[src/rtl/reg_scoreboard.sv]
// reg_scoreboard
//
// Per-register pending-write tracker that sits beside the ID stage. Each of
// the NREG architectural registers has a small up/down counter. The counter
// goes up when an instruction that writes the register issues out of ID, and
// goes down when its write-back retires. A source operand whose register
// still has an outstanding writer raises a combinational stall.
//
// Handshake: this block has no valid/ready pair. An instruction in ID
// "issues" in a cycle when id_valid & wb_en_id & ~flush & ~hazard. A
// write-back "retires" in any cycle where writeBackEn is high. Both are
// accounted for on the rising clock edge of that cycle.
//
// Ports
//   clk, rst          clock, synchronous active-high reset
//   src1/use_src1     ID first source index / source is read
//   src2/use_src2     ID second source index / source is read
//   dest_id/wb_en_id  ID destination index / instruction writes dest_id
//   id_valid          ID holds a real instruction
//   flush             kill of the ID instruction this cycle
//   Dest_wb           write-back destination index
//   writeBackEn       write-back valid this cycle
//   hazard            combinational stall request
//   pending_mask      registered, bit r set when count[r] != 0
//   in_flight         registered sum of all counters, saturating at 31
//   err_underflow     sticky flag: a retire hit a register with count 0
module reg_scoreboard #(
  parameter int CNT_W = 2,
  parameter int NREG  = 16
) (
  input  logic        clk,
  input  logic        rst,
  input  logic [3:0]  src1,
  input  logic [3:0]  src2,
  input  logic        use_src1,
  input  logic        use_src2,
  input  logic [3:0]  dest_id,
  input  logic        wb_en_id,
  input  logic        id_valid,
  input  logic        flush,
  input  logic [3:0]  Dest_wb,
  input  logic        writeBackEn,
  output logic        hazard,
  output logic [15:0] pending_mask,
  output logic [4:0]  in_flight,
  output logic        err_underflow
);

  localparam logic [CNT_W-1:0] CNT_MAX = '1;
  localparam logic [CNT_W-1:0] CNT_ONE = CNT_W'(1);

  logic [CNT_W-1:0] cnt_q [NREG];
  logic [CNT_W-1:0] cnt_d [NREG];
  logic [15:0]      pending_mask_q, pending_mask_d;
  logic [4:0]       in_flight_q, in_flight_d;
  logic             err_q, err_d;

  logic [NREG-1:0]  eff_pending;
  logic [NREG-1:0]  full;
  logic             retire;
  logic             issue;
  logic [5:0]       sum;

  assign retire = writeBackEn;

  // A register retiring this cycle is written by the register file on the
  // negedge, so ID already sees the new value: subtract the retire before
  // deciding whether the register is still pending or full.
  always_comb begin
    eff_pending = '0;
    full        = '0;
    for (int r = 0; r < NREG; r++) begin
      logic ret_hit;
      ret_hit        = retire && (Dest_wb == r[3:0]);
      eff_pending[r] = (cnt_q[r] != '0) && !(ret_hit && (cnt_q[r] == CNT_ONE));
      full[r]        = (cnt_q[r] == CNT_MAX) && !ret_hit;
    end
  end

  always_comb begin
    hazard = id_valid && !flush &&
             ((use_src1 && eff_pending[src1]) ||
              (use_src2 && eff_pending[src2]) ||
              (wb_en_id && full[dest_id]));
    issue  = id_valid && wb_en_id && !flush && !hazard;
  end

  // Issue and retire on the same register cancel. A retire to a zero count
  // is dropped (count stays 0) and flagged. Increment cannot overflow: a
  // full counter blocks issue unless the same register retires, in which
  // case the two cancel.
  always_comb begin
    for (int r = 0; r < NREG; r++) begin
      logic inc, dec;
      inc = issue  && (dest_id == r[3:0]);
      dec = retire && (Dest_wb == r[3:0]) && (cnt_q[r] != '0);
      cnt_d[r] = cnt_q[r];
      if (inc && !dec) cnt_d[r] = cnt_q[r] + CNT_ONE;
      if (dec && !inc) cnt_d[r] = cnt_q[r] - CNT_ONE;
    end
    err_d = err_q || (retire && (cnt_q[Dest_wb] == '0));
  end

  // Derived outputs are registered from the post-update counters.
  always_comb begin
    sum            = '0;
    pending_mask_d = '0;
    for (int r = 0; r < NREG; r++) begin
      sum               = sum + 6'(cnt_d[r]);
      pending_mask_d[r] = (cnt_d[r] != '0);
    end
    in_flight_d = (sum > 6'd31) ? 5'd31 : sum[4:0];
  end

  always_ff @(posedge clk) begin
    if (rst) begin
      for (int r = 0; r < NREG; r++) cnt_q[r] <= '0;
      pending_mask_q <= '0;
      in_flight_q    <= '0;
      err_q          <= 1'b0;
    end else begin
      for (int r = 0; r < NREG; r++) cnt_q[r] <= cnt_d[r];
      pending_mask_q <= pending_mask_d;
      in_flight_q    <= in_flight_d;
      err_q          <= err_d;
    end
  end

  assign pending_mask  = pending_mask_q;
  assign in_flight     = in_flight_q;
  assign err_underflow = err_q;

endmodule

[config.mk]
export PLATFORM = sky130hd
export DESIGN_NAME = reg_scoreboard
export DESIGN_NICKNAME = d
export VERILOG_FILES = /design/src/rtl/reg_scoreboard.sv
export SDC_FILE = /design/constraint.sdc
export NUM_CORES = 1
export LEC_CHECK = 0
export ABC_AREA = 1
export ABC_CLOCK_PERIOD_IN_PS = 7600
export BUFFER_PORTS_ARGS = -buffer_cell sky130_fd_sc_hd__buf_4
export CAP_MARGIN = 20
export CORE_MARGIN = 5
export CORE_UTILIZATION = 44
export DETAILED_ROUTE_END_ITERATION = 8
export GPL_TIMING_DRIVEN = 0
export PLACE_DENSITY_LB_ADDON = 0.3
export SYNTH_ARGS = -nofsm -noshare
export SYNTH_HDL_FRONTEND = slang
export SYNTH_SLANG_ARGS = --single-unit
export TNS_END_PERCENT = 5
[constraint.sdc]
create_clock -name clk -period 7.6 [get_ports clk]
set_clock_uncertainty 0.2 [all_clocks]
set_input_delay 0.76 -clock clk [delete_from_list [all_inputs] [get_ports clk]]
set_output_delay 0.76 -clock clk [all_outputs]
set_load 0.05 [all_outputs]
==> metrics.md, run 1 <==
| Metric | Value |
|---|---|
| Clock-pin slew on the worst setup and hold paths | 70 ps |
| Post-synth top flop | dfxtp_1 |
| Initial Util | 45.3% |
| Via/cell ratio | 5.13 |
| R2R Setup Slk | 1140 ps |
| Reg-to-Reg Start | cnt_q[1][0] |
| CP delay by family, top | adder cells |
| Post-CTS setup buffer count | 0 |
| Post-synthesis simple-gate area fraction | 36.9% |
| Synth Net Count | 926 |
| Multi-input logic area | 3390 sq um |
| Initial antenna violation count | 0 |
| Largest family of logic cells by synthesized area | simple AND/OR/NAND/NOR gates |
| Setup_tns | 0 ps |
| Synth area leader | dfxtp_1 |
| Fin crit share | 93.4% |
| Worst slew pin tran | 788 ps |
| Die height | 119 microns |
| Antenna Cells | 0 |
| Detailed Route Iter0 Violations | 438 |
| Crit Path Category | in -> reg |
| Clk root buf | clkbuf_16 |
| Total area of sequential cells | 1080 sq um |
| CTS Buf Count | 5 |
| Die width | 119 microns |
| Worst Hold End | err_underflow |
| Clk buf depth | 2 |
| Setup Viol. Count Final | 0 |
| Router iterations before antenna repair | 5 |
| RR Endpoint | in_flight[1] |
| Ports | 47 |
| Gate Count Post-Synth | 820 |
| Syn_area_per_cell | 6.39 sq um |
| Gr usage total | 21.9% |
| Fill cells | 1205 |
| Total congestion overflow | 0 |
| Htree depth | 2 |
| Post-route DRC | 0 |
| Hold_sp | err_underflow |
| HP Class | reg -> reg |
| Max Slew Vio Count | 0 |
| Slew HR | 47.4% |
| WL/cell | 15.0 microns |
| CTS Sinks | 54 |
| CTS tree | yes |
| Dpl hpwl | 12.3 mm |
| CTS Hold Bufs | 0 |
| Hold Path Stages | 2 |
| Bufs and invs on worst path | 6 |
| Gpl congestion | 0.980 |
| CP Data Arrival Time | 7100 ps |
| PostCTS Resize Cnt | 0 |
| Critical Path Sink Type | flip-flop |
| Compound-Gate Fraction of Synth Area | 4.01% |
| Vias post-DR | 5204 |
| Share of cells above drive strength 1 | 7.00% |
| Synth cell types | 28 |
| Most common cell after layout, fill and taps aside | nand2_1 |
| PD cells | 200 nW/um^2 |
| CP Launch Type | input port |
| Die area | 14200 sq um |
| Vias in the first global route | 4850 |
| Largest stage delay, worst path | 600 ps |
| Period minus WS final | 7100 ps |
| Asr flop ratio synth | 0% |
| XOR/XNOR share of the synthesized area | 0.502% |
| Maximum vdd drop | 156 uV |
| Post-synth top area share | 20.6% |
| I/O Buffers | 43 |
| Post-synthesis mux area share | 0% |
| Synth warn | 0 |
| RSZ-0062 raised after global routing | no |
| Core area | 11600 sq um |
| # nets final | 976 |
| Post-Synth Adder-Cell Area | 23.3% |
| Reg2reg path depth | 28 |
| Syn Std Cell Area | 5240 sq um |
| Number of synthesized flops with an enable pin | 0 |
| Final Hold Vio Count | 0 |
| Fmax | 141 MHz |
| Yosys reg bits | 54 |
| Fin util | 51.1% |
| Leakage | 3.48 nW |
| CP max-delay cell | nor2_1 |
| Crit-path max FO | 10 |
| Largest net degree at the start of global routing | 17 |
| First-pass GRT wire length | 24.6 mm |
| Placement Rows | 39 |
| Seq/Total Area, Yosys | 20.6% |
| Routed WL | 15.2 mm |
| Cell mode on critical path | fa_1 |
| WP data required | 7600 ps |
| Synth top area cells | dfxtp_1, nand2_1, inv_1, ha_1, nand3_1 |
| Routed Antenna Nets | 0 |
| Clock Latency Late Sink | 300 ps |
| Max-cap violations | 0 |
| Area delta synth->final | 12.8% |
| Status | finished, final reports clean |
| Most frequent cells in the layout | nand2_1, inv_1, nand3_1 |
## worst max path at each step
stage,from,end,cells after the start
2_1_floorplan,writeBackEn,in_flight[4],30
3_3_place_gp,Dest_wb[1],in_flight[4],30
5_1_grt,dest_id[1],in_flight[0],29
6_report,dest_id[1],in_flight[1],29
4_1_cts,Dest_wb[1],in_flight[1],30
3_5_place_dp,Dest_wb[1],in_flight[1],30
## through the flow
stage               worst slack (ps)  instances  hold slack, ps  total power (W)  area, sq um
finish                           502       1014             252          0.00118         5910
global route                    48.1       1014             289          0.00130         5910
detailed placement               280       1006             247         0.000928         5740
global placement                 314       1006             238         0.000916         5740
CTS                              583       1014             258          0.00120         5910
floorplan                       1260        820             342         0.000776         5240
## cell usage after synthesis (2+ instances only)
library cell / instances
nor2_1: 50
nand3b_1: 7
fa_1: 26
nand4_1: 21
o41ai_1: 2
buf_1: 2
buf_4: 3
nand2_1: 221
ha_1: 56
nor2_2: 3
buf_2: 2
nand3_1: 135
o21ai_0: 18
inv_1: 189
clkbuf_1: 3
xnor2_1: 3
dfxtp_1: 54
a21oi_1: 15
## sequential cells by signal, summed over array words and instances, names as in the netlist
| signal | count |
|---|---|
| cnt_q | 32 |
| pending_mask | 16 |
| in_flight | 5 |
| err_underflow | 1 |
## per-layer routing
| layer | track usage (%) | routed length (microns) |
|---|---|---|
| met4 | 10.9 | 723 |
| met1 | 29.7 | 6730 |
| met5 | 0 | 0 |
| met2 | 33.2 | 6440 |
| met3 | 4.45 | 1290 |
## worst min-delay path, stage by stage, from the launching register on
cell and delay, ps:
dfxtp_1 310, inv_1 50, a21oi_1 50
## power by group
part           switching, W  internal, W  total (W)
combinational      0.000362     0.000224   0.000587
clock              0.000107     0.000156   0.000263
sequential        0.0000157     0.000315   0.000331
## logic make-up (layout without fill, tap and decap cells)
kind of cell / Yosys count / after routing
compound gates: 39 / 39
fa+ha+maj: 82 / 82
xor+xnor: 3 / 3
simple gates: 442 / 442
buf+inv: 200 / 251
flops: 54 / 54
## area by class of cell
type / instances / share of cell area (%)
repair buffers: 43 / 5.46
clock inverters: 2 / 0.635
flip-flops and latches: 54 / 18.3
plain buffers: 10 / 0.868
well taps: 143 / 3.03
multi-input cells: 566 / 57.4
inverters: 190 / 12.1
clock buffers: 6 / 2.18
No activity file was read; power rests on OpenSTA's default activity.
==> run 2, diff against run 1 <==
--- a/config.mk
+++ b/config.mk
@@ -5,15 +5,15 @@
 export SDC_FILE = /design/constraint.sdc
 export NUM_CORES = 1
 export LEC_CHECK = 0
-export ABC_AREA = 1
 export ABC_CLOCK_PERIOD_IN_PS = 7600
 export BUFFER_PORTS_ARGS = -buffer_cell sky130_fd_sc_hd__buf_4
 export CAP_MARGIN = 20
-export CORE_MARGIN = 5
+export CORE_MARGIN = 2
 export CORE_UTILIZATION = 44
 export DETAILED_ROUTE_END_ITERATION = 8
 export GPL_TIMING_DRIVEN = 0
 export PLACE_DENSITY_LB_ADDON = 0.3
+export SKIP_CTS_REPAIR_TIMING = 1
 export SYNTH_ARGS = -nofsm -noshare
 export SYNTH_HDL_FRONTEND = slang
 export SYNTH_SLANG_ARGS = --single-unit
==> run 2 against run 1 <==
Sequential share of layout area decreased by 2.2 points. Final area increased by 14%. Critical endpoint is now in_flight[2]. Power shrank 30%.
==> metrics.md, run 2 <==
| Metric | Value |
|---|---|
| WP data required | 7570 ps |
| Largest register FFs | 32 |
| Share of cells above drive strength 1 | 18.2% |
| Ports | 47 |
| Post-synth top area share | 19.1% |
| Status | finished, final reports clean |
| Clock Latency Late Sink | 310 ps |
| Period minus WS final | 7460 ps |
| Final Non-Filler Cells | 910 |
| Initial Util | 44.9% |
| Detailed Route Iter0 Violations | 569 |
| Crit-path max FO | 10 |
| Most common cell after layout, fill and taps aside | inv_1 |
| Seq/Total Area, Yosys | 19.1% |
| Placed Instances | 888 |
| Antenna Cells | 0 |
| Routed WL | 18.9 mm |
| Total area of sequential cells | 1080 sq um |
| Clk root buf | clkbuf_16 |
| Multi-input logic area | 4470 sq um |
| CTS Sinks | 54 |
| Most flop-heavy register | cnt_q |
| Post-route DRC | 0 |
| I/O Buffers | 41 |
| Die area | 13800 sq um |
| Top post-synthesis cells by count | inv_1, ha_1, dfxtp_1 |
| Crit Path Category | in -> reg |
| Worst slew pin tran | 1030 ps |
| WL/cell | 20.8 microns |
| CP Launch Type | input port |
| Synth warn | 0 |
| Synth Net Count | 781 |
| Die width | 118 microns |
| Count leader, synth | inv_1 |
| Max-cap violations | 0 |
| Setup_tns | 0 ps |
| Fin crit share | 98.2% |
| CTS tree | yes |
| Setup Viol. Count Final | 0 |
| Gate Count Post-Synth | 675 |
| HP Class | reg -> reg |
| Vias in the first global route | 5338 |
| PD cells | 123 nW/um^2 |
| Leakage | 2.69 nW |
| PnR Total Power | 0.000829 W |
| Asr flop ratio synth | 0% |
| CP Cell Sequence | buf_4, nor2b_1, nand3_1, a2111oi_0, or4_4, o22ai_4, or3_4, buf_8, buf_6, nor3_2, nor3_1, or2_2, fa_1, fa_1, inv_1, fa_1, fa_1, fa_1, ha_4, fa_2, a21o_1, a21oi_4, a21oi_1 |
| Total congestion overflow | 0 |
| Fmax | 134 MHz |
| Fill cells | 1225 |
| CP Data Arrival Time | 7430 ps |
| # nets final | 844 |
| Post-synth top flop | dfxtp_1 |
| Clock-pin slew on the worst setup and hold paths | 70 ps |
| Htree depth | 2 |
| Critical Path Sink Type | flip-flop |
| Cell mode on critical path | fa_1 |
| Maximum vdd drop | 86.6 uV |
| CP max-delay cell | fa_1 |
| Slew HR | 31.0% |
| First-pass GRT wire length | 28.2 mm |
| Gr usage total | 26.1% |
| Routed Antenna Nets | 0 |
| Placement Rows | 41 |
| Synth top area cells | dfxtp_1, ha_1, fa_1, inv_1, nor2_1 |
| Final Hold Vio Count | 0 |
| Via/cell ratio | 6.13 |
| Synth area leader | dfxtp_1 |
| Area delta synth->final | 18.6% |
| Initial antenna violation count | 0 |
| Syn_area_per_cell | 8.40 sq um |
| Router iterations before antenna repair | 5 |
| Gpl congestion | 0.908 |
| Vias post-DR | 5579 |
| Largest net degree at the start of global routing | 15 |
| CTS Buf Count | 5 |
| Dpl hpwl | 14.5 mm |
| Clk buf depth | 2 |
| Yosys reg bits | 54 |
| Fin util | 53.3% |
| Synth cell types | 73 |
| Syn Std Cell Area | 5670 sq um |
| Core area | 12600 sq um |
| Number of synthesized flops with an enable pin | 0 |
| Most frequent cells in the layout | inv_1, buf_4, ha_1 |
| Die height | 118 microns |
| Hold Worst Slack | 332 ps |
| Largest stage delay, worst path | 570 ps |
| Max Slew Vio Count | 0 |
## run 2: cell types whose count changed after synthesis, sizes merged, moves of 14 or more
cell | before | now
nor3 | 0 | 38
nand3 | 136 | 14
clkbuf | 3 | 17
nor4 | 0 | 16
inv | 189 | 63
a311oi | 0 | 16
nand4 | 21 | 2
xnor2 | 3 | 20
nand2 | 222 | 36
## run 2: logic make-up (layout without fill, tap and decap cells)
kind of cell	count (synthesis)	after routing	synth area share, %
mux	16	16	3.51
buf+inv	93	155	6.46
simple gates	242	243	24.5
fa+ha+maj	86	86	22.2
xor+xnor	26	26	4.26
flops	54	54	19.1
compound gates	158	158	20.0
## run 2: path summary, 6_finish.rpt
kind,from,end,slack [ps],cells after the start
max,Dest_wb[2],in_flight[2],140,23
min,err_underflow,err_underflow,330,2
max reg2reg,cnt_q[9][0],in_flight[2],270,24
min reg2reg,err_underflow,err_underflow,330,2
## run 2: layout make-up
cell class	instances	share of cell area [%]
multi-input combinational	529	66.5
sequential	54	16.1
timing repair buffer	56	6.22
inverter	63	3.52
tap	172	3.20
buffer	29	2.47
clock buffer	7	1.97
## run 2: worst max-delay path: cells and delay by family
kind	cells	cell delay, ps
fa+ha+maj	7	3030
buf+inv	4	560
simple gates	7	2010
compound gates	5	1060
## run 2: layer usage
layer | part of all wire [%] | GRT usage (%) | vias up
met5 | 0 | 0 | -
met4 | 3.8 | 9.26 | 0
met3 | 7.8 | 5.57 | 54
met2 | 46 | 42.6 | 244
met1 | 42 | 34.2 | 2691
li1 | - | - | 2590
## run 2: power by group
| group | internal, W | total, W | switching [W] |
|---|---|---|---|
| Sequential | 0.000294 | 0.000304 | 0.00000979 |
| Combinational | 0.000110 | 0.000292 | 0.000182 |
| Clock | 0.000121 | 0.000233 | 0.000112 |
| Total | 0.000525 | 0.000829 | 0.000304 |
## run 2: through the flow
stage                     setup slack (ps)  cell area [sq um]
final                                  140               6720
after global placement                -763               6190
after detailed placement              -904               6190
after floorplan                        220               5670
after CTS                             -578               6330
after global routing                 -62.4               6720
==> run 3, diff against run 2 <==
==> constraint.sdc (replaced) <==
create_clock -name clk -period 7.6 [get_ports clk]
set_clock_uncertainty 0.2 [all_clocks]
set_input_delay 0 -clock clk [delete_from_list [all_inputs] [get_ports clk]]
set_output_delay 0 -clock clk [all_outputs]
set_load 0.05 [all_outputs]
==> run 3 against run 2 <==
Largest power group unchanged. Critical path depth shrank 1. Critical path type is now reg -> reg. Sequential power about the same. Final area shrank 3.8%. Combinational power decreased by 9.2%. Clock power barely moved. Power down 3.4%.
==> metrics.md, run 3 (same netlist as run 2, synthesis figures left out) <==
| Metric | Value |
|---|---|
| Clk root buf | clkbuf_16 |
| Leakage | 2.60 nW |
| Max-cap violations | 0 |
| Multi-input logic area | 4310 sq um |
| Most flop-heavy register | cnt_q |
| Post-route DRC | 0 |
| CTS Sinks | 54 |
| Vias in the first global route | 5338 |
| Initial Util | 44.9% |
| I/O Buffers | 41 |
| Largest net degree at the start of global routing | 15 |
| CP Cell Sequence | inv_1, ha_1, a31oi_1, a211oi_1, or4_1, o22ai_4, or3_1, clkbuf_4, o31ai_4, and2_1, o31a_1, fa_1, inv_1, fa_1, fa_1, fa_1, fa_1, ha_1, fa_1, a21o_1, a21oi_4, a21oi_1 |
| Bufs and invs on worst path | 3 |
| First-pass GRT wire length | 28.2 mm |
| Via/cell ratio | 6.18 |
| Die height | 118 microns |
| Htree depth | 2 |
| Internal Pwr Total | 0.000512 W |
| Period minus WS final | 7290 ps |
| Clock Latency Late Sink | 310 ps |
| Hold Worst Slack | 0.379 ps |
| Fill cells | 1248 |
| CTS Buf Count | 5 |
| Crit-path max FO | 9 |
| Clock-pin slew on the worst setup and hold paths | 70 ps |
| Router iterations before antenna repair | 5 |
| CP max-delay cell | or4_1 |
| Setup_tns | 0 ps |
| Clk buf depth | 2 |
| Fin crit share | 95.9% |
| Vias post-DR | 5556 |
| Detailed Route Iter0 Violations | 567 |
| Dpl hpwl | 14.5 mm |
| Setup Viol. Count Final | 0 |
| Maximum vdd drop | 86.4 uV |
| Most common cell after layout, fill and taps aside | inv_1 |
| Core area | 12600 sq um |
| Die width | 118 microns |
| Most frequent cells in the layout | inv_1, ha_1, nor2_1 |
| WL/cell | 20.4 microns |
| Net Sw Frac | 36.1% |
| Largest stage delay, worst path | 560 ps |
| Clk pwr share | 29.1% |
| Sw power | 0.000289 W |
| Critical Path Sink Type | flip-flop |
| HP Class | in -> reg |
| WP data required | 7570 ps |
| CP delay by family, top | adder cells |
| Final Hold Vio Count | 0 |
| Largest register FFs | 32 |
| Routed Antenna Nets | 0 |
| Share of cells above drive strength 1 | 13.9% |
| Area delta synth->final | 14.0% |
| CP Launch Type | flip-flop |
| Total congestion overflow | 0 |
| CTS tree | yes |
| Crit Path Category | reg -> reg |
| Cell mode on critical path | fa_1 |
| PD cells | 124 nW/um^2 |
| Fmax | 137 MHz |
| Combinational share of power | 33.1% |
| Slew HR | 27.5% |
| Ports | 47 |
| Status | finished, final reports clean |
| Worst slew pin tran | 1080 ps |
| CP Data Arrival Time | 7260 ps |
| Initial antenna violation count | 0 |
| Routed WL | 18.4 mm |
| Gr usage total | 26.1% |
| Total area of sequential cells | 1090 sq um |
| Max Slew Vio Count | 0 |
| Power share of the sequential group | 37.9% |
| Die area | 13800 sq um |
| Gpl congestion | 0.908 |
| Placement Rows | 41 |
| # nets final | 833 |
| Antenna Cells | 0 |
[run 3: final cells by class]
class                   instances  area share, %
well taps                     172           3.33
flip-flops and latches         54           16.9
multi-input cells             528           66.6
inverters                      63           3.66
plain buffers                  30           2.21
clock buffers                   7           2.05
repair buffers                 45           5.26
[run 3: final timing paths]
check | from | end | slack, ps | cells past startpoint
hold / removal | Dest_wb[3] | err_underflow | 0.4 | 5
setup reg to reg | cnt_q[7][0] | in_flight[1] | 310 | 22
setup / recovery | cnt_q[7][0] | in_flight[1] | 310 | 22
hold reg to reg | cnt_q[9][0] | pending_mask[9] | 310 | 1
[run 3: metrics by stage]
| stage | instance area, sq um | total power, W | setup WS, ps | util [%] | cells |
|---|---|---|---|---|---|
| final | 6470 | 0.000801 | 308 | 51.2 | 899 |
| after global routing | 6470 | 0.000843 | -10.8 | 51.2 | 899 |
| after CTS | 6330 | 0.000798 | -275 | 50.1 | 895 |
| after global placement | 6190 | 0.000559 | -192 | 49.1 | 888 |
| after floorplan | 5670 | 0.000485 | 607 | - | 675 |
| after detailed placement | 6190 | 0.000564 | -250 | 49.1 | 888 |
[run 3: worst reg2reg max path: stages, from the launching register on]
cell and delay [ps]:
dfxtp_1 400, inv_1 120, ha_1 230, a31oi_1 310
a211oi_1 140, or4_1 560, o22ai_4 280, or3_1 160
clkbuf_4 220, o31ai_4 140, and2_1 270, o31a_1 310
fa_1 540, inv_1 50, fa_1 520, fa_1 530
fa_1 520, fa_1 490, ha_1 240, fa_1 410
a21o_1 200, a21oi_4 210, a21oi_1 100
[run 3: power groups by stage]
stage	registers [W]	logic, W	clock network [W]
after CTS	0.000303	0.000258	0.000237
after detailed placement	0.000310	0.000255	0
after floorplan	0.000329	0.000156	0
after global routing	0.000305	0.000292	0.000247
after global placement	0.000309	0.000250	0
final	0.000304	0.000265	0.000233
[run 3: metal layers]
metal  part of all wire [%]  GRT usage, %  up-vias
li1                       -             -     2566
met1                     43          34.2     2707
met2                     46          42.6      237
met3                    8.0          5.57       46
met4                    3.0          9.26        0
met5                      0             0        -
